--- src/rtl/rvpipe_skid_width3_pkg.sv ---
// Shared pipeline definitions for the skid buffer: state encoding and occupancy width.
// The state codes double as the occupancy count, so occ is the state register itself.
package rvpipe_skid_width3_pkg;

   localparam int OCC_W = 2;

   localparam logic [OCC_W-1:0] ST_EMPTY = 2'd0;
   localparam logic [OCC_W-1:0] ST_BUSY  = 2'd1;
   localparam logic [OCC_W-1:0] ST_FULL  = 2'd2;

   function automatic logic state_has_head(input logic [OCC_W-1:0] st);
      return (st == ST_BUSY) || (st == ST_FULL);
   endfunction

endpackage

--- src/rtl/rvpipe_skid_width3_rvdff.sv ---
// Enabled payload flop with asynchronous active-high clear.
// Used for both the head and the skid payload registers.
module rvdff_width3 #(
   parameter int WIDTH = 3
) (
   input  logic             clk,
   input  logic             rst,
   input  logic             en,
   input  logic [WIDTH-1:0] din,
   output logic [WIDTH-1:0] dout
);

   logic [WIDTH-1:0] data_q;
   logic [WIDTH-1:0] data_d;

   always_comb begin
      data_d = en ? din : data_q;
   end

   always_ff @(posedge clk or posedge rst) begin
      if (rst) begin
         data_q <= '0;
      end else begin
         data_q <= data_d;
      end
   end

   assign dout = data_q;

endmodule

--- src/rtl/rvpipe_skid_width3.sv ---
// Two-entry ready/valid skid buffer; in_ready is registered so upstream sees
// no combinational path from out_ready.
module rvpipe_skid_width3
   import rvpipe_skid_width3_pkg::*;
#(
   parameter int WIDTH = 3
) (
   input  logic             clk,
   input  logic             rst,
   input  logic             flush,
   input  logic             in_valid,
   input  logic [WIDTH-1:0] in_data,
   output logic             in_ready,
   output logic             out_valid,
   output logic [WIDTH-1:0] dout,
   input  logic             out_ready,
   output logic [1:0]       occ
);

   logic [OCC_W-1:0] state_q;
   logic [OCC_W-1:0] state_d;
   logic             in_ready_q;
   logic             in_ready_d;
   logic             main_en;
   logic             skid_en;
   logic [WIDTH-1:0] main_din;
   logic [WIDTH-1:0] main_q;
   logic [WIDTH-1:0] skid_q;
   logic             xfer_in;
   logic             xfer_out;

   assign out_valid = state_has_head(state_q);
   assign xfer_in   = in_valid & in_ready_q;
   assign xfer_out  = out_valid & out_ready;

   // Refill from skid when draining FULL; otherwise the head takes fresh input.
   assign main_din = (state_q == ST_FULL) ? skid_q : in_data;

   always_comb begin
      state_d = state_q;
      main_en = 1'b0;
      skid_en = 1'b0;
      if (flush) begin
         // Loads are suppressed so discarded input never reaches dout.
         state_d = ST_EMPTY;
      end else begin
         case (state_q)
            ST_EMPTY: begin
               if (xfer_in) begin
                  main_en = 1'b1;
                  state_d = ST_BUSY;
               end
            end
            ST_BUSY: begin
               if (xfer_in && xfer_out) begin
                  main_en = 1'b1;
               end else if (xfer_in) begin
                  skid_en = 1'b1;
                  state_d = ST_FULL;
               end else if (xfer_out) begin
                  state_d = ST_EMPTY;
               end
            end
            ST_FULL: begin
               if (xfer_out) begin
                  main_en = 1'b1;
                  state_d = ST_BUSY;
               end
            end
            default: state_d = ST_EMPTY;
         endcase
      end
      in_ready_d = (state_d != ST_FULL);
   end

   always_ff @(posedge clk or posedge rst) begin
      if (rst) begin
         state_q    <= ST_EMPTY;
         in_ready_q <= 1'b1;
      end else begin
         state_q    <= state_d;
         in_ready_q <= in_ready_d;
      end
   end

   rvdff_width3 #(.WIDTH(WIDTH)) u_main (
      .clk  (clk),
      .rst  (rst),
      .en   (main_en),
      .din  (main_din),
      .dout (main_q)
   );

   rvdff_width3 #(.WIDTH(WIDTH)) u_skid (
      .clk  (clk),
      .rst  (rst),
      .en   (skid_en),
      .din  (in_data),
      .dout (skid_q)
   );

   assign dout     = main_q;
   assign in_ready = in_ready_q;
   assign occ      = state_q;

endmodule
--- config.mk ---
export PLATFORM = sky130hd
export DESIGN_NAME = rvpipe_skid_width3
export DESIGN_NICKNAME = d
export VERILOG_FILES = /design/src/rtl/rvpipe_skid_width3_pkg.sv /design/src/rtl/rvpipe_skid_width3_rvdff.sv /design/src/rtl/rvpipe_skid_width3.sv
export SDC_FILE = /design/constraint.sdc
export NUM_CORES = 1
export LEC_CHECK = 0
export ABC_AREA = 1
export CAP_MARGIN = 30
export CORE_AREA = 4 4 41 43
export DETAILED_ROUTE_END_ITERATION = 12
export DIE_AREA = 0 0 45 47
export PLACE_DENSITY = 0.68
export SLEW_MARGIN = 15
export SYNTH_ARGS = -nofsm -noshare
export SYNTH_HDL_FRONTEND = slang
export SYNTH_HIERARCHICAL = 1
export SYNTH_SLANG_ARGS = --single-unit
--- constraint.sdc ---
create_clock -name clk -period 4.7 [get_ports clk]
set_input_delay 0.94 -clock clk [delete_from_list [all_inputs] [get_ports clk]]
set_output_delay 0.94 -clock clk [all_outputs]
set_load 0.03 [all_outputs]
## Word level (Yosys, flattened, before mapping)

Index checks and enable logic that the tools add are counted.

| storage, ports and cells | value |
|---|---|
| output and inout port bits | 7 |
| input bits | 8 |
| register bits after elaboration | 9 |

| cells by class | value |
|---|---|
| equality and inequality tests | 3 |
| reductions and logical operators | 3 |
| multiplexer cells | 16 |
| bitwise logic cells | 2 |

Operator list:

| kind | number |
|---|---|
| $mux 2 | 6 |
| $mux 1 | 7 |
| $pmux 2 s3 | 1 |
| $mux 3 | 1 |
| $pmux 1 s3 | 1 |
| $and 1x1->1 | 2 |
| $eq 2x1->1 const B | 1 |
| $eq 2x2->1 const B | 1 |
| $logic_not 2->1 | 1 |
| $ne 2x2->1 const B | 1 |
| $logic_and 1x1->1 | 1 |
| $logic_or 1x1->1 | 1 |

## Logic depth before layout (Yosys ltp)

| depth | value |
|---|---|
| depth in word-level cells | 9 |
| gate-level depth with buffers | 9 |
| depth with buffers taken out | 9 |

## Hierarchy

The synthesis kept the hierarchy.

By module, submodules not included:

| module | area an instance (um2) | cells an instance | times used |
|---|---|---|---|
| rvpipe_skid_width3 | 321.6 | 45 | 1 |
| rvdff_width3 | 116.4 | 14 | 2 |

## Worst setup path after synthesis

No wires, ideal clock.

| timing path | value |
|---|---|
| path kind | flip-flop to output port |
| start | register state_q[0] (netlist: occ[0]) |
| end | output port out_valid |
| cell stages (with the launch flop) | 3 |
| path slack | 2620 ps |
| buffers on the path | 0 |
| data required time | 3760 ps |
| arrival time | 1140 ps |
| path through | dfrtp_1 -> inv_1 -> ha_1 |

| between the ends | value |
|---|---|
| cells in the longest elaborated chain, start to end | 2 |
| elaborated cells between the ends (all ways) | 3 |
| those cells by class | eq/ne: 2; reduce/logical: 1 |

RTL lines:

| item | line | RTL |
|---|---|---|
| start: declaration | rvpipe_skid_width3.sv:20 | `logic [OCC_W-1:0] state_q;` |
| start signal: assignment | rvpipe_skid_width3.sv:81 | `state_q <= state_d;` |
| $eq 2x1->1 or $eq 2x2->1 (tied branches) | rvpipe_skid_width3_pkg.sv:12 | `return (st == ST_BUSY) \|\| (st == ST_FULL);` |
| $logic_or 1x1->1 * | rvpipe_skid_width3_pkg.sv:12 |  |
| end: declaration | rvpipe_skid_width3.sv:14 | `output logic out_valid,` |

Mark *: on every way between the ends. The rest lies on a longest branch, timed or not.

## Worst setup path after layout

| timing path | value |
|---|---|
| start | register state_q[1] (netlist: occ[1]) |
| end | output port out_valid |

The elaborated chain is that of the path after synthesis.

==> qor.txt <==
Status - finished clean
Fin nets - 103
Synth Area in Adders - 9.029%
H-tree depth - 1
Synthesized cell area - 554.3 sq um
Post-CTS setup buffers - 0
Most frequent cells after synthesis - nand2_1 (29), inv_1 (9), dfrtp_1 (8)
Share of cells above drive strength 1 - 14.44%
Seq cells post-synth - 9
Pwr Density - 477.2 nW/um^2
Hold_buf cts - 0
Arrival time worst endpoint - 1810 ps
Die Span Y - 47 um
Power Total - 0.3493 mW
Final WL - 1.160 mm
Async set or reset register ratio after synthesis - 100.0%
Global Route Usage Sum - 13.65%
Post-synthesis compound-gate area fraction - 4.740%
Final Instance Count excl. Fillers - 105
Simple-gate portion of the synthesized area - 30.47%
Final Skew - 3.287 ps
Initial DRC count - 9
Clock-pin transition on the worst setup and hold timing paths - 60 ps
Drt via density - 4.705
TritonCTS buffer count - 3
# IOs - 15
Crit path launch type - register
Cells after Synth - 73
Largest net degree at the start of global routing - 8
Rows - 13
Drt first pass iters - 4
Max-slew violations - 0
Post-synth top area share - 36.12%
Tightest Pin Transition - 308.4 ps
CTS root buf - clkbuf_4
CTS tree - done
Setup Total Neg Slack - 0 ps
Final setup fails - 0
Xor-xnor portion of the synthesized cell area - 0%
# port buffers - 14
Count of flip-flops with a built-in enable after synthesis - 0
Die ar. - 2115 sq um
Dominant cell type by area after synthesis - dfrtp_1
Final hold violations - 0
RSZ-0062 raised after global routing - false
Resize count post-CTS - 0
Sequential share of the synthesized area - 40.86%
Mux contribution to synthesized area - 6.095%
Min-Delay Path Class - reg2reg
First-pass GRT wire length - 2.014 mm
DRT antenna net count - 0
Sinks on Clock Net - 9
Area Overhead vs Synth - 32.05%
Top_reg_cell synth - dfrtp_1
CP Max Fanout - 5
Post-route setup slack - 1950 ps
Max-cap viol count - 0
Area of the core - 1301 sq um
Pre-CTS WS - 2230 ps
Vias - 494
Horiz. Die Dim - 45 um
Antenna diodes - 0
Clock Tree Buf Depth - 2
Avg Cell Area, Syn - 7.593 sq um
Initial antenna violation count - 0
Clk_lat worst skew - 260 ps
Number of distinct library cells after synthesis - 14
DP HPWL - 969.3 um
Lkg Pwr - 0.3817 nW
Final Wtd Congestion - 0.8595
Vias in the first global route - 531
Top-count cell post-synth - nand2_1
Min cycle time layout - 2750 ps
Fin crit share - 58.50%
Rel. slew slack - 79.37%
F_max - 363.7 MHz
Routed len/inst - 11.05 um
Setup crit end kind - primary output
Synth warnings - 6
DRC viols - 0
GRT Residual Overflow - 0
Main combinational cell family by area after synthesis - simple AND/OR/NAND/NOR gates
Crit Path Category - reg2out
Post-Syn Nets - 85
Required time worst endpoint - 3760 ps
Top cells by area, synth - dfrtp_1 (36%), nand2_1 (20%), ha_1 (9.0%)
Starting Density - 42.60%
Placed Cells - 101
Peak VDD IR - 0.2266 mV
## sequential cells by signal, summed over array words and instances, names as in the netlist
register and flops:
in_ready 1, u_main/dout 3, occ 2, u_skid/dout 3
## cells by family (layout without fill, tap and decap cells)
logic type | Yosys count | after routing
buffers and inverters | 12 | 29
flip-flops | 9 | 9
multiplexers | 3 | 3
AO/OA/AOI/OAI | 4 | 4
adder cells (fa/ha/maj) | 4 | 4
AND/OR/NAND/NOR | 41 | 41
## per-stage QoR
step | instance area (sq um) | util (%) | hold WS (ps)
after floorplan | 554.3 | - | 436.4
after global placement | 705.7 | 54.23 | 453.6
after detailed placement | 705.7 | 54.23 | 461.2
after CTS | 732.0 | 56.25 | 476.2
after global routing | 732.0 | 56.25 | 493.3
final | 732.0 | 56.25 | 473.0
## routing by layer
metal | vias up | track usage (%) | part of all wire (%)
met5 | - | 0 | 0
met4 | 0 | 14.04 | 5.1
met3 | 9 | 1.533 | 5.9
met2 | 19 | 22.03 | 48
met1 | 210 | 15.22 | 41
li1 | 256 | - | -
## worst max-delay path: stages (launching register included)
cell and delay [ps]:
dfrtp_1 420, inv_1 100, ha_1 340, clkdlybuf4s50_1 680
## power breakdown
group	internal, mW	switching (mW)	leakage [nW]
sequential	0.106	0.0160	0.112
clock	0.0328	0.0279	0.0150
combinational	0.0681	0.0990	0.254
total	0.206	0.143	0.382
## path summary, 6_finish.rpt
check,start,to,slack [ps],depth (start not counted)
worst max-delay path,occ[1],out_valid,1950,3
worst min-delay path,u_skid/dout[2],u_skid/dout[2],470,2
worst max register to register,occ[1],u_main/dout[1],2980,8
worst min register to register,u_skid/dout[2],u_skid/dout[2],470,2
max in group asynchronous,rst,in_ready,3590,2
min in group asynchronous,rst,u_main/dout[1],900,2
## cells in the final DEF, fill, tap and decap left out
master,instances
nand2_1,29
clkdlybuf4s50_1,14
inv_1,9
dfrtp_1,8
nand3_1,6
ha_1,4
nor2_1,3
nand2_2,3
mux2_2,3
clkbuf_4,3
a21oi_1,2
inv_2,2
o21ai_2,1
o21a_1,1
clkbuf_1,1
dfstp_2,1
## final cells by class
| class | instances | area, sq um |
|---|---|---|
| Sequential cell | 9 | 226.5 |
| Inverter | 11 | 41.29 |
| Multi-Input combinational cell | 52 | 279.0 |
| Timing Repair Buffer | 14 | 140.1 |
| Fill cell | 132 | 569.3 |
| Clock buffer | 4 | 26.28 |
| Tap cell | 15 | 18.77 |
Note: power is estimated with default switching activity, not from simulation.
